## src/rtl/tm_pkt_desc_rd_arb.sv

```systemverilog
// tm_pkt_desc_rd_arb
// Shares the single read port of the TM packet-descriptor store among NUM_REQ
// per-port scheduler dequeue engines. Each cycle at most one requester wins a
// round-robin arbitration. Its descriptor is flopped onto rd_pkt_desc_req /
// rd_pkt_desc_in, and its index is queued in an in-order tag FIFO. Each
// returning ack pops the FIFO head and is steered back to that requester.
// The tag FIFO depth (MAX_OUTSTANDING) also caps the number of unacked reads.
//
// Optional build macro: TM_PKT_DESC_ARB_STRICT_PRI_EN
//   defined   : req[0] has strict priority. The others round-robin only while
//               req[0] is low, and a req[0] win leaves the pointer untouched.
//   undefined : plain round-robin over all requesters.
//
// Descriptor types are carried as packed vectors of width SCH_PKT_DESC_NBITS
// (sch_pkt_desc_type) and ENQ_PKT_DESC_NBITS (enq_pkt_desc_type).

module tm_pkt_desc_rd_arb #(
  parameter int NUM_REQ            = 4,
  parameter int REQ_ID_NBITS       = 2,
  parameter int MAX_OUTSTANDING    = 4,
  parameter int SCH_PKT_DESC_NBITS = 16,
  parameter int ENQ_PKT_DESC_NBITS = 32,
  localparam int CNT_NBITS         = $clog2(MAX_OUTSTANDING) + 1
) (
  input  logic                                  clk,
  input  logic                                  rstn,
  input  logic [NUM_REQ-1:0]                    req,
  input  logic [NUM_REQ*SCH_PKT_DESC_NBITS-1:0] req_desc,
  output logic [NUM_REQ-1:0]                    gnt,
  output logic [NUM_REQ-1:0]                    rsp_valid,
  output logic [ENQ_PKT_DESC_NBITS-1:0]         rsp_desc,
  output logic                                  rd_pkt_desc_req,
  output logic [SCH_PKT_DESC_NBITS-1:0]         rd_pkt_desc_in,
  input  logic                                  rd_pkt_desc_ack,
  input  logic [ENQ_PKT_DESC_NBITS-1:0]         rd_pkt_desc,
  output logic [CNT_NBITS-1:0]                  outstanding,
  output logic                                  err_underflow
);

  localparam int AW = $clog2(MAX_OUTSTANDING);

  logic [REQ_ID_NBITS-1:0] rr_ptr;
  logic [REQ_ID_NBITS-1:0] tag_mem [MAX_OUTSTANDING];
  logic [AW-1:0]           wr_ptr;
  logic [AW-1:0]           rd_ptr;
  logic [CNT_NBITS-1:0]    tag_cnt;

  logic                    fifo_empty;
  logic                    pop;
  logic                    issue_ok;
  logic                    rr_vld;
  logic [REQ_ID_NBITS-1:0] rr_idx;
  logic                    win_vld;
  logic [REQ_ID_NBITS-1:0] win_idx;
  logic                    grant;
  logic                    ptr_adv;

  // Requester index examined at round-robin offset off from base.
  function automatic logic [REQ_ID_NBITS-1:0] rr_cand(
    input logic [REQ_ID_NBITS-1:0] base,
    input int                      off
  );
    return REQ_ID_NBITS'((int'(base) + off) % NUM_REQ);
  endfunction

  assign fifo_empty = (tag_cnt == '0);
  assign pop        = rd_pkt_desc_ack && !fifo_empty;

  // An ack in the same cycle frees a slot, which keeps back-to-back issue
  // going at full occupancy. Reset gating keeps gnt low while rstn is low,
  // even if requests are still held.
  assign issue_ok   = rstn &&
                      ((tag_cnt < CNT_NBITS'(MAX_OUTSTANDING)) || rd_pkt_desc_ack);

  // Round-robin search starting at rr_ptr. Strict mode keeps requester 0 out
  // of the rotation, because it is handled separately.
  always_comb begin
    rr_vld = 1'b0;
    rr_idx = '0;
    for (int i = 0; i < NUM_REQ; i++) begin
`ifdef TM_PKT_DESC_ARB_STRICT_PRI_EN
      if (!rr_vld && (rr_cand(rr_ptr, i) != '0) && req[rr_cand(rr_ptr, i)]) begin
`else
      if (!rr_vld && req[rr_cand(rr_ptr, i)]) begin
`endif
        rr_vld = 1'b1;
        rr_idx = rr_cand(rr_ptr, i);
      end
    end
  end

`ifdef TM_PKT_DESC_ARB_STRICT_PRI_EN
  assign win_vld = req[0] || rr_vld;
  assign win_idx = req[0] ? '0 : rr_idx;
  assign grant   = issue_ok && win_vld;
  assign ptr_adv = grant && !req[0];
`else
  assign win_vld = rr_vld;
  assign win_idx = rr_idx;
  assign grant   = issue_ok && win_vld;
  assign ptr_adv = grant;
`endif

  assign gnt         = grant ? (NUM_REQ'(1) << win_idx) : '0;
  assign rsp_valid   = pop ? (NUM_REQ'(1) << tag_mem[rd_ptr]) : '0;
  assign rsp_desc    = rd_pkt_desc;
  assign outstanding = tag_cnt;

  // Issue stage: flop the winner's descriptor toward the store and rotate
  // the pointer past the winner.
  always_ff @(posedge clk or negedge rstn) begin
    if (!rstn) begin
      rr_ptr          <= '0;
      rd_pkt_desc_req <= 1'b0;
      rd_pkt_desc_in  <= '0;
    end else begin
      rd_pkt_desc_req <= grant;
      if (grant) begin
        rd_pkt_desc_in <= req_desc[int'(win_idx)*SCH_PKT_DESC_NBITS +: SCH_PKT_DESC_NBITS];
      end
      if (ptr_adv) begin
        rr_ptr <= (int'(win_idx) == NUM_REQ - 1) ? '0 : win_idx + REQ_ID_NBITS'(1);
      end
    end
  end

  // Tag storage. Only the pointers need reset, so the entries are left
  // unreset.
  always_ff @(posedge clk) begin
    if (grant) begin
      tag_mem[wr_ptr] <= win_idx;
    end
  end

  // Tag FIFO pointers, occupancy and sticky underflow flag. An ack with
  // nothing queued is dropped rather than decrementing the count.
  always_ff @(posedge clk or negedge rstn) begin
    if (!rstn) begin
      wr_ptr        <= '0;
      rd_ptr        <= '0;
      tag_cnt       <= '0;
      err_underflow <= 1'b0;
    end else begin
      if (grant) begin
        wr_ptr <= wr_ptr + AW'(1);
      end
      if (pop) begin
        rd_ptr <= rd_ptr + AW'(1);
      end
      case ({grant, pop})
        2'b10:   tag_cnt <= tag_cnt + CNT_NBITS'(1);
        2'b01:   tag_cnt <= tag_cnt - CNT_NBITS'(1);
        default: tag_cnt <= tag_cnt;
      endcase
      if (rd_pkt_desc_ack && fifo_empty) begin
        err_underflow <= 1'b1;
      end
    end
  end

  // The eligibility gate must keep occupancy within the tag FIFO depth.
  a_outstanding_max: assert property (@(posedge clk) disable iff (!rstn)
    tag_cnt <= CNT_NBITS'(MAX_OUTSTANDING));

endmodule

```

## config.mk

```make
export PLATFORM = sky130hd
export DESIGN_NAME = tm_pkt_desc_rd_arb
export DESIGN_NICKNAME = d
export VERILOG_FILES = /design/src/rtl/tm_pkt_desc_rd_arb.sv
export SDC_FILE = /design/constraint.sdc
export NUM_CORES = 1
export LEC_CHECK = 0
export CORE_UTILIZATION = 30
export CTS_BUF_LIST = sky130_fd_sc_hd__clkbuf_4
export CTS_CLUSTER_DIAMETER = 50
export CTS_CLUSTER_SIZE = 12
export DETAILED_ROUTE_END_ITERATION = 8
export PLACE_DENSITY = 0.82
export RECOVER_POWER = 100
export SETUP_SLACK_MARGIN = 0.3
export SYNTH_ARGS = -nofsm -noshare
export SYNTH_HDL_FRONTEND = slang
export SYNTH_SLANG_ARGS = --single-unit
```

## constraint.sdc

```tcl
create_clock -name clk -period 2.7 [get_ports clk]
set_input_delay 0.54 -clock clk [delete_from_list [all_inputs] [get_ports clk]]
set_output_delay 0.54 -clock clk [all_outputs]
set_load 0.05 [all_outputs]
```

Yosys cells after proc, flatten, opt, wreduce, memory -nomap -nowiden
Memories as Yosys holds them, arrays and structs flattened. Index checks and enable logic that the tools add are counted.

Memories kept: 1. Logic and storage cells: 63. Register bits after elaboration: 27. RAM bits: 8.

Magnitude comparators: 5. Add/sub/neg operators: 8. Mux-type cells: 22. Reduce and logical (&&, ||, !) cells: 14. Equality and inequality tests: 3. Shifts and indexed selects: 3.

Memory list: tag_mem (words 4, bits a word 2, rd ports 1, clocked after Yosys merged registers in 0, wr ports 1, line 43) `logic [REQ_ID_NBITS-1:0] tag_mem [MAX_OUTSTANDING];`.

Operators with widths (number): 64-bit by 7-bit variable part select with 16-bit output (1); 2-bit by 3-bit < comparator with 1-bit output (second input constant) (4); 1-bit 2-to-1 mux (10); 2-bit 2-to-1 mux (5); 2-bit by 1-bit adder with 2-bit output (second input constant) (4); 1-bit binary-select mux with 2-bit select (4); 4-bit 2-to-1 mux (2); 1-bit by 2-bit << shifter with 4-bit output (first input constant) (2); 1-bit logical AND (7); 3-bit case mux with 2 select lines (1); 2-bit adder (second input constant) (2); 2-bit by 1-bit == test with 1-bit output (second input constant) (2); 1-bit zero test (4); 3-bit by 1-bit adder with 3-bit output (second input constant) (1); 3-bit zero test (1); 3-bit < comparator (second input constant) (1); 3-bit by 1-bit subtractor with 3-bit output (second input constant) (1); 2-bit == test (second input constant) (1); 2-bit nonzero test (1); 1-bit logical OR (1).

Depth between registers and ports, before layout
Depth after elaboration: 15. Gate-level depth with buffers: 9. Depth with buffers taken out: 8.

Worst setup path after synthesis
No wires, ideal clock.

Path type: register to output. Start point: reg tag_cnt[1], in the netlist outstanding[1]. End point: out rsp_valid[0]. Stages on the path, launching flop included: 5. Data required time: 2.160 ns. Slack: -0.139 ns. Arrival: 2.299 ns. Cells stage by stage: dfrtp_1 nor3_1 nor2b_1 clkbuf_1 nor3b_1.

Word-level cells in the longest chain between the ends: 4.

RTL lines: start: declaration (line 46) `logic [CNT_NBITS-1:0] tag_cnt;`; start signal: assignment (line 151) `2'b10: tag_cnt <= tag_cnt + CNT_NBITS'(1);`; start signal: assignment (line 152) `2'b01: tag_cnt <= tag_cnt - CNT_NBITS'(1);`; start signal: assignment (line 153) `default: tag_cnt <= tag_cnt;`; 3-bit zero test (line 66) `assign fifo_empty = (tag_cnt == '0);`; 1-bit zero test (line 67) `assign pop = rd_pkt_desc_ack && !fifo_empty;`; 1-bit logical AND (line 67); named net pop (line 49) `logic pop;`; 4-bit 2-to-1 mux (line 105) `assign rsp_valid = pop ? (NUM_REQ'(1) << tag_mem[rd_ptr]) : '0;`; end: declaration (line 30) `output logic [NUM_REQ-1:0] rsp_valid,`.

The timed path passes the listed nets, and every way through them passes these cells.

Final worst setup path
Start point: in req[2]. End point: out gnt[2].

Word-level cells in the longest chain between the ends: 14. Elaborated cells on any way between the ends: 25. Those cells by class: shift: 1; mux: 17; reduce/logical: 7.

RTL lines: start: declaration (line 27) `input logic [NUM_REQ-1:0] req,`; 1-bit binary-select mux with 2-bit select (line 84) `if (!rr_vld && req[rr_cand(rr_ptr, i)]) begin`; 1-bit 2-to-1 mux (implied by the code) (line 84); 1-bit 2-to-1 mux (line 84); 1-bit zero test (line 84); 1-bit logical AND (line 84); 1-bit 2-to-1 mux (line 84); 1-bit zero test (line 84); 1-bit logical AND (line 84); 1-bit 2-to-1 mux (line 84); 1-bit zero test (line 84); 1-bit logical AND (line 84); 2-bit 2-to-1 mux / 1-bit 2-to-1 mux (equally long branches) (line 84); 1-bit by 2-bit << shifter with 4-bit output / 1-bit logical AND (equally long branches) (line 104, 100); 4-bit 2-to-1 mux (*) (line 104) `assign gnt = grant ? (NUM_REQ'(1) << win_idx) : '0;`; end: declaration (line 29) `output logic [NUM_REQ-1:0] gnt,`.

Every way passes the cells marked *; elsewhere a longest branch is shown, timed or not. The select of a mux whose other input is x is not followed.

==> results_dict.tcl <==
set metrics [dict create \
    run_status "finished with violations" \
    violations "max-capacitance violations, max-slew violations" \
    area.growth.synth_to_final_pct 51.6 \
    met1Wirelength_um 2190 \
    io_pins 164 \
    clock_tree.root_cell "sky130_fd_sc_hd__clkbuf_4" \
    fin_clk_skew_ps 17.4 \
    drc_violations_left 0 \
    wirelength_um 5780 \
    seq_area_frac_synth_pct 38.6 \
    wl_met3_um 358 \
    total_via_count_in_the_routed_design 1935 \
    setup_viol 0 \
    worstMarginPinSlew_ps 1530 \
    max_clk_rate_mhz 391 \
    worstHoldPathType "reg2reg" \
    clockBufferDepth 2 \
    dr.first_iter.drc_count 57 \
    worst-path-max-fanout 5 \
    slew_violations 28 \
    post_route_cells_drive_above_1_share_pct 21.1 \
    ys.warnings.count 0 \
    min_period_ps 2560 \
    clk_latency_ps 340 \
    antenna_found_initial 0 \
    power.leakage_nw 1.61 \
    die_area_um2 8260 \
    clkTransAtPathRegs_ps 110 \
    place.gp.congestion 0.739 \
    rows 32 \
    timing.max_slew.rel_slack_pct -2.30 \
    ctsHtreeMaxLevel 2 \
    finalCritPeriodShare_pct 94.7 \
    n_antenna_cell 0 \
    cts_tree "yes" \
    dr.pass1.iters 4 \
    p_per_area_nw_per_um2 1010 \
    met2_wirelength_um 3060 \
    die_width_um 90.9 \
    mappedNetlistNets 328 \
    synth.avg_cell_area_um2 11.0 \
    tns_ps 0 \
    synth.lib_cells_used.distinct 41 \
    grt_pass1_vias 2098 \
    report.power.total_mw 3.64 \
    rsz0062_at_grt "true" \
    cts_hold_buffers 0 \
    tritoncts.num_buffers 5 \
    grt_pass1_wl_um 9710 \
    drv.max_cap_violation_count 1 \
    cp.arrival_ps 2020 \
    critical_path.reg2reg.endpoint "tag_mem[1][0]" \
    layout.core_utilization_pct 46.8 \
    launch_point_of_the_worst_reg_to_reg_path "rr_ptr[1]" \
    maximum_number_of_pins_on_one_net_before_global_route_repair 30 \
    timing.critical_path.required_ps 2160 \
    postSynthCellCount 215 \
    worst_setup_path_category "in2out" \
    hold_path_end "err_underflow" \
    final_antenna_net_count 0 \
    portBuffers 99 \
    r2r_setup_slack_ps 270 \
    via_per_inst 4.66 \
    track_usage_pct 14.7 \
    vdd.ir_drop.worst_uv 395 \
    wire_per_inst_um 13.9 \
    synth.ff_latch_count 35 \
    dp_hpwl_um 4380 \
    core_area_um2 7690 \
    min_delay_path_depth 1 \
    reg2regPathDepth 14 \
    clock_sinks 35 \
    crit_path_start_kind "primary input" \
    floorplan.die.height_um 90.9 \
    globalRouteOverflowTotal 0 \
    critical_path.endpoint_type "output pin" \
    hold_viol 0 \
    timing.hold.worst.start "err_underflow" \
    final_net_count 425 \
    top_layer "met4" \
    initial_core_util_pct 30.8 \
    whs_ps 464 \
    syn-cell-area_um2 2370 \
]
[registers in the layout, summed over array words and instances (netlist names)]
signal / count
err_underflow: 1
tag_mem: 8
rd_ptr: 2
outstanding: 3
rd_pkt_desc_in: 16
rr_ptr: 2
rd_pkt_desc_req: 1
wr_ptr: 2
[stage by stage]
stage	setup WS (ps)	cell area, um2	std cells
finish	144	3590	415
global route	82.4	3590	415
CTS	214	3650	413
detailed placement	-182	3440	393
global placement	-119	3440	393
floorplan	303	2390	215
[final cells by class]
type                            count  area, um2
Fill cell                         723       4090
Clock buffer                        5       37.5
Sequential cell                    35        917
Timing Repair Buffer              132       1290
Clock inverter                      3       67.6
Inverter                            9       36.3
Tap cell                          102        128
Multi-Input combinational cell    129       1120
[where the power goes]
part	total (mW)	switching, mW	internal (mW)
combinational	2.24	1.27	0.966
sequential	0.922	0.149	0.773
clock	0.477	0.189	0.288
[synthesized netlist by cell type, drive strengths merged]
cell | count | share of area (%)
nand2 | 10 | 1.6
mux2i | 32 | 14
o221ai | 1 | 0.37
buf | 39 | 14
a21boi | 1 | 0.32
nor3 | 1 | 0.21
nor2 | 3 | 0.47
mux4 | 2 | 1.9
a21oi | 2 | 0.42
inv | 9 | 1.5
nor3b | 2 | 0.63
xor2 | 3 | 1.1
mux2 | 1 | 0.47
nand3 | 1 | 0.74
a21o | 2 | 0.63
nor4 | 1 | 0.26
and2 | 8 | 2.1
o21bai | 1 | 0.32
nor2b | 2 | 0.53
or3b | 1 | 0.37
a2bb2oi | 16 | 5.9
nand2b | 1 | 0.26
o211ai | 1 | 0.90
xnor2 | 3 | 1.1
or4 | 1 | 0.47
a22o | 1 | 0.37
edfxtp | 8 | 10
clkbuf | 3 | 0.53
fa | 1 | 0.84
and3 | 1 | 0.26
o32a | 1 | 0.42
ha | 9 | 4.7
dfrtp | 27 | 28
o21ai | 20 | 4.2
[layer usage]
layer  vias up  global-route usage, %
met1       910                   15.8
met3        28                   4.04
met5         -                      0
li1        922                      -
met4         0                   6.48
met2        75                   26.7
[worst max-delay path: stages]
cell,delay [ps]
sky130_fd_sc_hd__dlygate4sd2_1,260
sky130_fd_sc_hd__or4_1,560
sky130_fd_sc_hd__nand3_1,170
sky130_fd_sc_hd__buf_12,130
sky130_fd_sc_hd__inv_4,40
sky130_fd_sc_hd__and2_4,130
sky130_fd_sc_hd__clkbuf_4,200
[how the worst max path moves through the flow]
| stage | endpoint | start | depth (start not counted) | slack (ps) |
|---|---|---|---|---|
| 2_1_floorplan | gnt[3] | req[0] | 7 | 300 |
| 3_3_place_gp | gnt[3] | req[0] | 7 | -120 |
| 4_1_cts | gnt[3] | rr_ptr[1] | 6 | 210 |
| 5_1_grt | gnt[3] | rr_ptr[1] | 8 | 80 |
| 6_report | gnt[2] | req[2] | 7 | 140 |
| 3_5_place_dp | gnt[3] | req[0] | 7 | -180 |
[what timing repair did]
item                                    CTS  global route
gates cloned                              0             0
buffers inserted                         12             2
resized for setup                        18             7
endpoints found under the setup margin   15            12
pin swaps                                 3             3
[cell usage in the layout (no fill, tap or decap), types with 2 or more instances in the layout]
| cell | netlist | layout |
|---|---|---|
| sky130_fd_sc_hd__a21o_1 | 2 | 2 |
| sky130_fd_sc_hd__a2bb2oi_1 | 16 | 16 |
| sky130_fd_sc_hd__and2_0 | 0 | 4 |
| sky130_fd_sc_hd__and2_4 | 0 | 4 |
| sky130_fd_sc_hd__buf_12 | 2 | 8 |
| sky130_fd_sc_hd__buf_4 | 32 | 24 |
| sky130_fd_sc_hd__bufinv_16 | 0 | 2 |
| sky130_fd_sc_hd__clkbuf_1 | 2 | 4 |
| sky130_fd_sc_hd__clkbuf_2 | 1 | 3 |
| sky130_fd_sc_hd__clkbuf_4 | 0 | 7 |
| sky130_fd_sc_hd__clkdlybuf4s50_1 | 0 | 65 |
| sky130_fd_sc_hd__dfrtp_1 | 27 | 26 |
| sky130_fd_sc_hd__dlygate4sd2_1 | 0 | 2 |
| sky130_fd_sc_hd__dlygate4sd3_1 | 0 | 22 |
| sky130_fd_sc_hd__edfxtp_1 | 8 | 8 |
| sky130_fd_sc_hd__ha_1 | 9 | 8 |
| sky130_fd_sc_hd__inv_1 | 8 | 7 |
| sky130_fd_sc_hd__mux2i_1 | 32 | 32 |
| sky130_fd_sc_hd__mux4_2 | 2 | 2 |
| sky130_fd_sc_hd__nand2_1 | 10 | 10 |
| sky130_fd_sc_hd__nor2_1 | 3 | 2 |
| sky130_fd_sc_hd__o21ai_0 | 10 | 19 |
| sky130_fd_sc_hd__xnor2_1 | 3 | 3 |
| sky130_fd_sc_hd__xor2_1 | 3 | 3 |
[logic make-up after synthesis]
kind of cell	count (synthesis)	share of synthesized area, %
adders and majority gates	10	5.59
DFF	35	38.6
buffers and inverters	51	15.9
xor gates and xnor gates	6	2.22
muxes	35	15.9
AOI/OAI and AO/OA	46	13.9
and+or+nand+nor	32	7.92
No activity file was read; power rests on OpenSTA's default activity.
